**config.mk**
```make
export PLATFORM = sky130hd
export DESIGN_NAME = regfile_wb_arbiter_flat
export DESIGN_NICKNAME = d
export VERILOG_FILES = /design/src/rtl/regfile_pkg.sv /design/src/rtl/regfile_wb_arbiter_if.sv /design/src/rtl/wait_counter.sv /design/src/rtl/regfile_wb_arbiter.sv /design/src/flat_wrapper.sv
export SDC_FILE = /design/constraint.sdc
export NUM_CORES = 1
export LEC_CHECK = 0
export CORE_MARGIN = 2
export CORE_UTILIZATION = 34
export DETAILED_ROUTE_END_ITERATION = 16
export PLACE_DENSITY = 0.76
export SETUP_SLACK_MARGIN = 0.05
export SLEW_MARGIN = 20
export SYNTH_ARGS = -nofsm -noshare
export SYNTH_HDL_FRONTEND = slang
export SYNTH_SLANG_ARGS = --single-unit
```
**constraint.sdc**
```tcl
create_clock -name clk -period 1.44 [get_ports clk]
set_clock_uncertainty 0.2 [all_clocks]
set_input_delay 0.144 -clock clk [delete_from_list [all_inputs] [get_ports clk]]
set_output_delay 0.144 -clock clk [all_outputs]
set_load 0.02 [all_outputs]
```
**src/rtl/regfile_pkg.sv**
```systemverilog
// Shared types and sizing helpers for the register-file writeback arbiter.
package regfile_pkg;

   localparam int REGISTERS_DEFAULT = 32;
   localparam int WIDTH_DEFAULT     = 32;
   localparam int MAX_WAIT_DEFAULT  = 4;
   localparam int REG_ADDR_W        = $clog2(REGISTERS_DEFAULT);

   typedef enum logic {ARB_NORMAL = 1'b0, ARB_AGED = 1'b1} arb_state_t;

   function automatic int cnt_width(input int max_wait);
      return $clog2(max_wait + 1);
   endfunction

endpackage

```
**src/rtl/regfile_wb_arbiter_if.sv**
```systemverilog
// Bundle of the two writeback request channels and the register-file write port.
interface regfile_wb_arbiter_if
   import regfile_pkg::*;
#(
   parameter int REGISTERS = REGISTERS_DEFAULT,
   parameter int WIDTH     = WIDTH_DEFAULT
);
   localparam int AW = $clog2(REGISTERS);

   logic          req0_valid;
   logic [AW-1:0] req0_addr;
   logic [WIDTH-1:0] req0_data;
   logic          req0_ready;
   logic          req1_valid;
   logic [AW-1:0] req1_addr;
   logic [WIDTH-1:0] req1_data;
   logic          req1_ready;
   logic          we3;
   logic [AW-1:0] a3;
   logic [WIDTH-1:0] wd3;
   logic          x0_drop;

   modport master (
      output req0_valid, req0_addr, req0_data,
      input  req0_ready,
      output req1_valid, req1_addr, req1_data,
      input  req1_ready,
      input  we3, a3, wd3, x0_drop
   );

   modport slave (
      input  req0_valid, req0_addr, req0_data,
      output req0_ready,
      input  req1_valid, req1_addr, req1_data,
      output req1_ready,
      output we3, a3, wd3, x0_drop
   );

endinterface

```
**src/rtl/wait_counter.sv**
```systemverilog
// Saturating counter of consecutive denied cycles for the low-priority port.
module wait_counter
   import regfile_pkg::*;
#(
   parameter int MAX_WAIT = MAX_WAIT_DEFAULT,
   localparam int CW = cnt_width(MAX_WAIT)
) (
   input  logic          clk,
   input  logic          rst,
   input  logic          inc_i,
   input  logic          clr_i,
   output logic [CW-1:0] count_o,
   output logic          at_max_o
);

   localparam logic [CW-1:0] MAX_VAL = CW'(MAX_WAIT);

   logic [CW-1:0] count_q, count_d;

   // Clear wins over increment; the count sticks at MAX_VAL rather than wrapping.
   always_comb begin
      count_d = count_q;
      if (clr_i) begin
         count_d = '0;
      end else if (inc_i && (count_q != MAX_VAL)) begin
         count_d = count_q + CW'(1);
      end
   end

   always_ff @(posedge clk) begin
      if (rst) begin
         count_q <= '0;
      end else begin
         count_q <= count_d;
      end
   end

   assign count_o  = count_q;
   assign at_max_o = (count_q == MAX_VAL);

endmodule

```
**src/rtl/regfile_wb_arbiter.sv**
```systemverilog
// Two-source writeback arbiter for the single register-file write port,
// fixed priority to port 0 with aging so port 1 cannot starve.
module regfile_wb_arbiter
   import regfile_pkg::*;
#(
   parameter int REGISTERS = REGISTERS_DEFAULT,
   parameter int WIDTH     = WIDTH_DEFAULT,
   parameter int MAX_WAIT  = MAX_WAIT_DEFAULT
) (
   input logic clk,
   input logic rst,
   regfile_wb_arbiter_if.slave bus
);

   localparam int AW = $clog2(REGISTERS);
   localparam int CW = cnt_width(MAX_WAIT);

   arb_state_t       state_q, state_d;
   logic [CW-1:0]    wait_cnt;
   logic             wait_at_max;
   logic             wait_inc, wait_clr;
   logic             grant0, grant1, transfer;
   logic [AW-1:0]    win_addr;
   logic [WIDTH-1:0] win_data;
   logic             we3_q, x0_drop_q;
   logic [AW-1:0]    a3_q;
   logic [WIDTH-1:0] wd3_q;

   // Readies look only at the valids, the arbiter state and reset.
   assign grant0 = !rst && bus.req0_valid && !(bus.req1_valid && (state_q == ARB_AGED));
   assign grant1 = !rst && bus.req1_valid && (!bus.req0_valid || (state_q == ARB_AGED));
   assign transfer = grant0 || grant1;

   assign wait_inc = bus.req1_valid && !grant1;
   assign wait_clr = !bus.req1_valid || grant1;

   wait_counter #(.MAX_WAIT(MAX_WAIT)) u_wait (
      .clk      (clk),
      .rst      (rst),
      .inc_i    (wait_inc),
      .clr_i    (wait_clr),
      .count_o  (wait_cnt),
      .at_max_o (wait_at_max)
   );

   // Age on the edge where the denial count reaches MAX_WAIT.
   always_comb begin
      state_d = state_q;
      case (state_q)
         ARB_NORMAL: begin
            if (wait_inc && ((wait_cnt == CW'(MAX_WAIT - 1)) || wait_at_max)) begin
               state_d = ARB_AGED;
            end
         end
         ARB_AGED: begin
            if (grant1 || !bus.req1_valid) begin
               state_d = ARB_NORMAL;
            end
         end
         default: state_d = ARB_NORMAL;
      endcase
   end

   always_ff @(posedge clk) begin
      if (rst) begin
         state_q <= ARB_NORMAL;
      end else begin
         state_q <= state_d;
      end
   end

   assign win_addr = grant1 ? bus.req1_addr : bus.req0_addr;
   assign win_data = grant1 ? bus.req1_data : bus.req0_data;

   // Writes to x0 are consumed here and only surface as x0_drop.
   always_ff @(posedge clk) begin
      if (rst) begin
         we3_q     <= 1'b0;
         x0_drop_q <= 1'b0;
         a3_q      <= '0;
         wd3_q     <= '0;
      end else if (transfer) begin
         we3_q     <= (win_addr != '0);
         x0_drop_q <= (win_addr == '0);
         a3_q      <= win_addr;
         wd3_q     <= win_data;
      end else begin
         we3_q     <= 1'b0;
         x0_drop_q <= 1'b0;
      end
   end

   assign bus.req0_ready = grant0;
   assign bus.req1_ready = grant1;
   assign bus.we3        = we3_q;
   assign bus.x0_drop    = x0_drop_q;
   assign bus.a3         = a3_q;
   assign bus.wd3        = wd3_q;

endmodule

```
**src/flat_wrapper.sv**
```systemverilog
// flat-port wrapper written by rule: the top's interface ports become plain ports
module regfile_wb_arbiter_flat import regfile_pkg::*;
#(
   parameter int REGISTERS = REGISTERS_DEFAULT,
   parameter int WIDTH     = WIDTH_DEFAULT,
   parameter int MAX_WAIT  = MAX_WAIT_DEFAULT
)
  (clk, rst, bus_req0_valid, bus_req0_addr, bus_req0_data, bus_req0_ready, bus_req1_valid, bus_req1_addr, bus_req1_data, bus_req1_ready, bus_we3, bus_a3, bus_wd3, bus_x0_drop);
  regfile_wb_arbiter_if #(.REGISTERS(REGISTERS), .WIDTH(WIDTH)) bus_i ();
  input logic clk;
  input logic rst;
  input wire logic [$bits(bus_i.req0_valid)-1:0] bus_req0_valid;
  input wire logic [$bits(bus_i.req0_addr)-1:0] bus_req0_addr;
  input wire logic [$bits(bus_i.req0_data)-1:0] bus_req0_data;
  output wire logic [$bits(bus_i.req0_ready)-1:0] bus_req0_ready;
  input wire logic [$bits(bus_i.req1_valid)-1:0] bus_req1_valid;
  input wire logic [$bits(bus_i.req1_addr)-1:0] bus_req1_addr;
  input wire logic [$bits(bus_i.req1_data)-1:0] bus_req1_data;
  output wire logic [$bits(bus_i.req1_ready)-1:0] bus_req1_ready;
  output wire logic [$bits(bus_i.we3)-1:0] bus_we3;
  output wire logic [$bits(bus_i.a3)-1:0] bus_a3;
  output wire logic [$bits(bus_i.wd3)-1:0] bus_wd3;
  output wire logic [$bits(bus_i.x0_drop)-1:0] bus_x0_drop;
  assign bus_i.req0_valid = bus_req0_valid;
  assign bus_i.req0_addr = bus_req0_addr;
  assign bus_i.req0_data = bus_req0_data;
  assign bus_req0_ready = bus_i.req0_ready;
  assign bus_i.req1_valid = bus_req1_valid;
  assign bus_i.req1_addr = bus_req1_addr;
  assign bus_i.req1_data = bus_req1_data;
  assign bus_req1_ready = bus_i.req1_ready;
  assign bus_we3 = bus_i.we3;
  assign bus_a3 = bus_i.a3;
  assign bus_wd3 = bus_i.wd3;
  assign bus_x0_drop = bus_i.x0_drop;
  regfile_wb_arbiter #(.REGISTERS(REGISTERS), .WIDTH(WIDTH), .MAX_WAIT(MAX_WAIT)) u_core (.clk(clk), .rst(rst), .bus(bus_i));
endmodule
```
After elaboration in Yosys (flattened, before gate mapping)
Index checks and enable logic that the tools add are counted.
Word-level totals
  input port bits: 78
  output and inout port bits: 41
  logic and storage cells: 38
  flip-flop bits (word level): 43
Operators by class
  add/sub/neg operators: 1
  equal/unequal tests: 3
  muxes and demuxes: 5
  bitwise operators: 2
  reduce and logical (&&, ||, !) cells: 21
Operators with widths (count)
  $mux W32: 1
  $logic_and A1 B1 Y1: 8
  $logic_not A1 Y1: 5
  $logic_not A5 Y1: 1
  $mux W5: 1
  $reduce_bool A5 Y1: 1
  $logic_or A1 B1 Y1: 4
  $reduce_or A2 Y1: 2
  $add A3 B1 Y3 const B: 1
  $eq A3 B2 Y1 const B: 1
  $eq A3 B3 Y1 const B: 1
  $ne A3 B3 Y1 const B: 1
  $mux W1: 2
  $not A1 Y1: 2
  $pmux W1 S2: 1

Longest topological paths before layout
  word-level depth: 8
  mapped depth: 6
  gate-level depth less buffers: 5

By module
A second synthesis with hierarchy kept.
Unflattened totals
  cell total of the unflattened synthesis: 213
  area, all modules: 2127.0 µm²
Modules (own cells, without submodules)
  regfile_wb_arbiter: area each 1939.4 µm², cells an instance 195, times used 1, sequential area each 800.8 µm²
  wait_counter: area each 187.7 µm², cells an instance 18, times used 1, sequential area each 60.1 µm²

Worst setup path before layout
Ideal clock, no wire load.
  kind: register -> register
  from: register u_core.state_q
  to: register u_core.wd3_q[15] (netlist: u_core.bus.wd3[15])
  path buffers: 2
  cell stages (with the launch flop): 5
  library setup time: 122 ps
  path slack: -49 ps
  data arrival time: 1168 ps
  path through: dfxtp_1 -> buf_2 -> clkbuf_1 -> a2111oi_0 -> a221o_1
On the way
  cells in the longest elaborated chain, start to end: 4
  elaborated cells between the ends (all ways): 7
  those cells by class: 1 x mux; 6 x reduce/logical
Ends and longest elaborated chain
  start: declaration: RTL line regfile_wb_arbiter.sv:18  | arb_state_t state_q, state_d;
  start signal: assignment: RTL line regfile_wb_arbiter.sv:68  | state_q <= state_d;
  $logic_and A1 B1 Y1: RTL line regfile_wb_arbiter.sv:30  | assign grant0 = !rst && bus.req0_valid && !(bus.req1_valid && (state_q == ARB_AGED));
  $logic_not A1 Y1: RTL line regfile_wb_arbiter.sv:30
  $logic_and A1 B1 Y1: RTL line regfile_wb_arbiter.sv:30
  $logic_or A1 B1 Y1: RTL line regfile_wb_arbiter.sv:32  | assign transfer = grant0 || grant1;
  end signal: assignment: RTL line regfile_wb_arbiter.sv:86  | wd3_q <= win_data;
  end: declaration: RTL line regfile_wb_arbiter.sv:27  | logic [WIDTH-1:0] wd3_q;
Parallel ways exist; a longest one is shown, timed or not.
A chain may end at the register's enable or synchronous reset.

Worst setup path in the final report
  from: input bus_req0_valid
  to: register u_core.a3_q[1] (netlist: u_core.bus.a3[1])
On the way
  cells in the longest elaborated chain, start to end: 4
  elaborated cells between the ends (all ways): 7
  those cells by class: 1 x mux; 6 x reduce/logical
Ends and longest elaborated chain
  start: declaration: RTL line flat_wrapper.sv:12  | input wire logic [$bits(bus_i.req0_valid)-1:0] bus_req0_valid;
  $logic_not A1 Y1: RTL line regfile_wb_arbiter.sv:31  | assign grant1 = !rst && bus.req1_valid && (!bus.req0_valid || (state_q == ARB_AGED));
  $logic_or A1 B1 Y1: RTL line regfile_wb_arbiter.sv:31
  $logic_and A1 B1 Y1: RTL line regfile_wb_arbiter.sv:31
  $mux W5 / $logic_or A1 B1 Y1 (equally long branches): RTL line regfile_wb_arbiter.sv:72, regfile_wb_arbiter.sv:32
  end signal: assignment: RTL line regfile_wb_arbiter.sv:85  | a3_q <= win_addr;
  end: declaration: RTL line regfile_wb_arbiter.sv:26  | logic [AW-1:0] a3_q;
Parallel ways exist; a longest one is shown, timed or not.

==> impl_metrics.py <==
metrics = {
    "timing": {
        "finalCritPeriodShare": 1.14,
        "min_period_ns": 1.64,
        "fmax_ghz": 0.608,
        "rsz0062_at_grt": "yes",
        "slew_violations": 0,
        "hold_viol": 0,
        "setup-violations-final": 45,
        "worst_slack_ns": -0.204,
        "slew_headroom": 0.735,
        "worst_pin_slew_ns": 0.388,
    },
    "logic_synthesis": {
        "synth-async-reset-ratio": 0,
        "syn_avg_cell_area_um2": 9.68,
        "synthCells": 210,
        "yosysUniqueCellTypes": 26,
        "ys_seq_area_frac": 0.423,
        "synth_area_um2": 2030,
        "synth_nets": 290,
        "synth-main-ff-cell": "dfxtp_1",
        "synth-edff-count": 0,
        "yosysWarnings": 0,
        "ys_seq_elements": 43,
    },
    "placement": {
        "hpwl_mm": 4.40,
        "place_congestion": 0.784,
        "port-buffer-count": 118,
    },
    "cells_and_area": {
        "mostFrequentLayoutCells": "clkdlybuf4s50_1 (76), dfxtp_1 (42), inv_1 (40), dlygate4sd2_1 (38), a221o_1 (37)",
        "final_util": 0.627,
        "antennaDiodeCount": 0,
        "layout-drive-gt1-share": 0.159,
        "area_delta_synth_final_pct": 80.6,
        "layout_commonest_cell": "clkdlybuf4s50_1",
        "final_nets": 419,
    },
    "pwr": {
        "power_switching_uw": 789,
        "power_uw": 2800,
        "p_leak_uw": 0.00162,
        "p_int_uw": 2020,
        "switching_share": 0.281,
        "p_per_area_nw_per_um2": 764,
        "pwr-share-comb": 0.259,
        "clkPwrFrac": 0.274,
        "seq_power_share": 0.467,
        "peakVddDrop_uv": 376,
    },
    "detailed_routing": {
        "via_per_inst": 5.34,
        "wirelength_mm": 7.15,
        "drtPass1Iterations": 4,
        "dr_total_vias": 2216,
        "drtAntennaViolNets": 0,
        "drc": 0,
        "post_drt_wl_per_cell_um": 17.2,
        "first_iter_violations": 104,
    },
    "grt": {
        "gr-total-overflow": 0,
        "antenna_found_initial": 0,
        "grt_pass1_wl_mm": 9.87,
        "global_route.usage.met3": 0.0378,
        "grt_pass1_vias": 2037,
        "grt_util_met2": 0.316,
        "met1_usage": 0.250,
        "busiest_layer": "met2",
        "track_usage": 0.189,
        "grt_max_degree": 40,
    },
    "min_path": {
        "hp-start": "bus_req1_data[12]",
        "hold_class": "in2reg",
    },
    "clock_tree": {
        "clk_path_buf_depth": 2,
        "clk_latency_ns": 0.29,
        "cts_hold_buffers": 0,
        "htree_levels": 2,
        "root_buffer": "clkbuf_8",
        "clk_pin_slew_worst_paths_ns": 0.09,
        "tritoncts": "yes",
        "cts_sinks": 43,
        "cts_buffers": 5,
    },
    "worst_setup_path": {
        "cp.arrival_ns": 1.63,
        "r2r_slack_ns": -0.19,
        "critPathLaunchType": "input pin",
        "worst_ep_required_time_ns": 1.42,
        "cp-end-kind": "register",
        "crit_type": "in2reg",
        "reg2reg_from": "u_core.state_q$_SDFF_PP0_",
        "startpoint": "bus_req0_valid",
        "crit_fanout": 5,
    },
    "die": {
        "die_width_um": 81.3,
        "initial_core_util": 0.348,
        "num_rows": 28,
        "dieHeight_um": 81.3,
        "die_area_um2": 6610,
        "io_pins": 119,
        "coreArea_um2": 5850,
    },
    "status": {
        "status": "complete, but fails checks",
        "failed_checks": "setup timing",
    },
    "job": {
        "maxCapViolCount": 0,
    },
}
==> per-stage QoR <==
| step | setup slack [ns] | std cells | TNS [ns] | hold WS (ns) | area (µm²) |
|---|---|---|---|---|---|
| 3_3_place_gp | -0.665 | 396 | -25.05 | 0.266 | 3370 |
| 6_report | -0.204 | 415 | -7.64 | 0.250 | 3670 |
| 4_1_cts | -0.212 | 406 | -6.26 | 0.246 | 3490 |
| 5_1_grt | -0.242 | 415 | -9.51 | 0.249 | 3670 |
| 2_1_floorplan | 0.0358 | 210 | 0 | 0.0838 | 2040 |
| 3_5_place_dp | -0.657 | 396 | -24.97 | 0.271 | 3370 |
==> cells by family (layout without fill, tap and decap cells) <==
family,after synthesis,after routing,share of synthesized area
multiplexers,2,2,0.00985
AO/OA/AOI/OAI,80,80,0.369
flip-flops,43,43,0.423
buffers and inverters,65,195,0.128
adder cells (fa/ha/maj),2,2,0.0123
AND/OR/NAND/NOR,18,18,0.0572
==> registers in the layout, indices dropped and copies added (netlist names) <==
register / flops
u_core.bus.wd3: 32
u_core.bus.a3: 5
u_core.bus.we3: 1
u_core.state_q: 1
u_core.bus.x0_drop: 1
u_core.u_wait.count_o: 3
==> worst max-delay path, cell delays in order <==
cell             delay, ns
clkdlybuf4s50_1       0.49
nor2b_4               0.15
or3b_4                0.15
inv_6                 0.04
buf_4                 0.16
clkbuf_16             0.16
a221o_1               0.33
==> cells in the mapped netlist, drive strengths merged (2+ instances only) <==
master / number / area (µm²)
clkbuf: 14 / 52.6
a221o: 37 / 370
a2111oi: 37 / 324
ha: 2 / 25.0
nand2: 7 / 26.3
buf: 9 / 50.0
nor3: 2 / 15.0
inv: 42 / 158
o2bb2ai: 2 / 17.5
o211a: 2 / 20.0
dfxtp: 43 / 861
nor2b: 2 / 20.0
mux2i: 2 / 20.0
==> power groups by stage <==
stage                     Clock (µW)  Sequential (µW)  Combinational (µW)
after global placement             0             1340                 725
after CTS                        778             1310                 692
after floorplan                    0             1430                 188
final                            767             1310                 727
after global routing             829             1320                 776
after detailed placement           0             1340                 734
==> area by class of cell <==
class | instances | area (µm²)
multi-input cells | 102 | 967
repair buffers | 145 | 1500
clock inverters | 2 | 12.5
flip-flops and latches | 43 | 865
well taps | 75 | 93.8
fillers | 500 | 2180
inverters | 42 | 163
clock buffers | 6 | 72.6
==> path summary, 6_finish.rpt <==
| path | depth (start not counted) | to |
|---|---|---|
| max | 7 | u_core.bus.a3[1]$_SDFFE_PP0P_ |
| min | 2 | u_core.bus.wd3[12]$_SDFFE_PP0P_ |
| min reg2reg | 1 | u_core.bus.wd3[6]$_SDFFE_PP0P_ |
| max reg2reg | 6 | u_core.bus.a3[1]$_SDFFE_PP0P_ |
==> routing by layer <==
metal / wire [µm] / vias up
li1: - / 1083
met1: 3090 / 1028
met2: 3430 / 100
met3: 588 / 5
met4: 40 / 0
met5: 0 / -
==> what timing repair did <==
action                                  in CTS  in global routing
cloned                                       1                  5
pin swaps                                    1                  2
endpoints found under the setup margin      84                 47
gates resized for setup                     64                 20
buffers inserted                             1                  4
(Power assumes the default switching activity.)
==> edit, RTL diff (config.mk and constraints unchanged) <==
Make the reset (`rst`) asynchronous in 3 clocked blocks.
--- a/src/rtl/wait_counter.sv
+++ b/src/rtl/wait_counter.sv
@@ -28,5 +28,5 @@
    end
 
-   always_ff @(posedge clk) begin
+   always_ff @(posedge clk or posedge rst) begin
       if (rst) begin
          count_q <= '0;
--- a/src/rtl/regfile_wb_arbiter.sv
+++ b/src/rtl/regfile_wb_arbiter.sv
@@ -62,5 +62,5 @@
    end
 
-   always_ff @(posedge clk) begin
+   always_ff @(posedge clk or posedge rst) begin
       if (rst) begin
          state_q <= ARB_NORMAL;
@@ -74,5 +74,5 @@
 
    // Writes to x0 are consumed here and only surface as x0_drop.
-   always_ff @(posedge clk) begin
+   always_ff @(posedge clk or posedge rst) begin
       if (rst) begin
          we3_q     <= 1'b0;
Check against the original RTL: differs if rst is asserted again (counterexample within 4 cycles, from zero or initial values and one cycle with rst high); with rst held inactive, the same outputs for 10 cycles.
==> edit against the original RTL <==
Critical path depth fell by 2; routed wire length shrank 7.5%; final area rose by 3.5%; sequential power is 9% higher; clock power fell by 4.3%; via count is 3.7% higher; power increased by 17%; non-clock buffer count fell by 5; critical path type is now reg2out; worst setup slack got worse by 0.073 ns; sequential cell count unchanged; the flow still finishes with violations (negative setup slack); highest routed layer unchanged; area after synthesis is 12% higher.
==> edit: results <==
finish:
  clock_buffers: 7
  multi_input_area_share_pct: 28.6
  multi_input_gates: 175
  fillerInstances: 615
  buffers: 140
routing:
  drt-initial-drc-count: 90
  wl_met3_um: 418
  wl_met2_mm: 3.45
  wl_per_cell_um: 14.8
  wl_met1_mm: 2.68
worst_hold_path:
  hp-class: "in2async"
pwr:
  switching_share_pct: 31.0
  leakagePower_nw: 1.52
  powerComb_w: 0.00110
  share_comb_of_total_power_pct: 33.7
yosys:
  ys_seq_area_share_pct: 47.1
  netlist_top_cells_count: "43 x dfrtp_1, 42 x nor2_1, 38 x o21ai_0, 37 x a31oi_1, 37 x or3b_1"
  synthArstFlopShare_pct: 100
  synth_nets: 327
  synth_cell_type_count: 23
floorplanning:
  die_x_um: 86.0
global_route:
  grt_pass1_wl_mm: 10.6
  grt_pass1_vias: 2244
  grt_use_met1_pct: 20.7
  grtUsageMet2_pct: 33.1
  grtUsageTotal_pct: 18.1
timing:
  final.setup.worst_slack_ns: -0.277
  setup_viol: 45
  finalSetupTns_ns: -8.55
setup_path:
  slowest_stage: "dfrtp_1"
  cp_data_arrival_time_ns: 1.37
clocking:
  cts_resized: 58
status:
  violations: "negative setup slack"
  status: "finished with violations"
placement:
  place_congestion: 0.761
  place_inst: 430
  placed_area_um2: 3600
## edit: final timing paths
kind / start / to / slack, ns / cells after the start
min in group clk: bus_req0_data[17] / u_core.bus.wd3[17] / 0.22 / 3
max in group asynchronous: rst / u_core.bus.wd3[6] / 0.58 / 4
worst max register to register: u_core.state_q / u_core.u_wait.count_o[2] / -0.23 / 5
worst min-delay path: rst / u_core.bus.wd3[14] / 0.19 / 4
worst max-delay path: u_core.state_q / bus_req0_ready / -0.28 / 5
worst min register to register: u_core.bus.wd3[18] / u_core.bus.wd3[18] / 0.35 / 2
## edit: logic make-up (layout without fill, tap and decap cells)
kind of cell             Yosys count  after routing  synth area share [%]
AO/OA/AOI/OAI                     81             81                  20.4
XOR/XNOR                           1              1                 0.383
adder cells (fa/ha/maj)            2              2                  1.10
buffers and inverters             29            153                  6.57
flip-flops                        43             43                  47.1
AND/OR/NAND/NOR                   91             91                  24.5
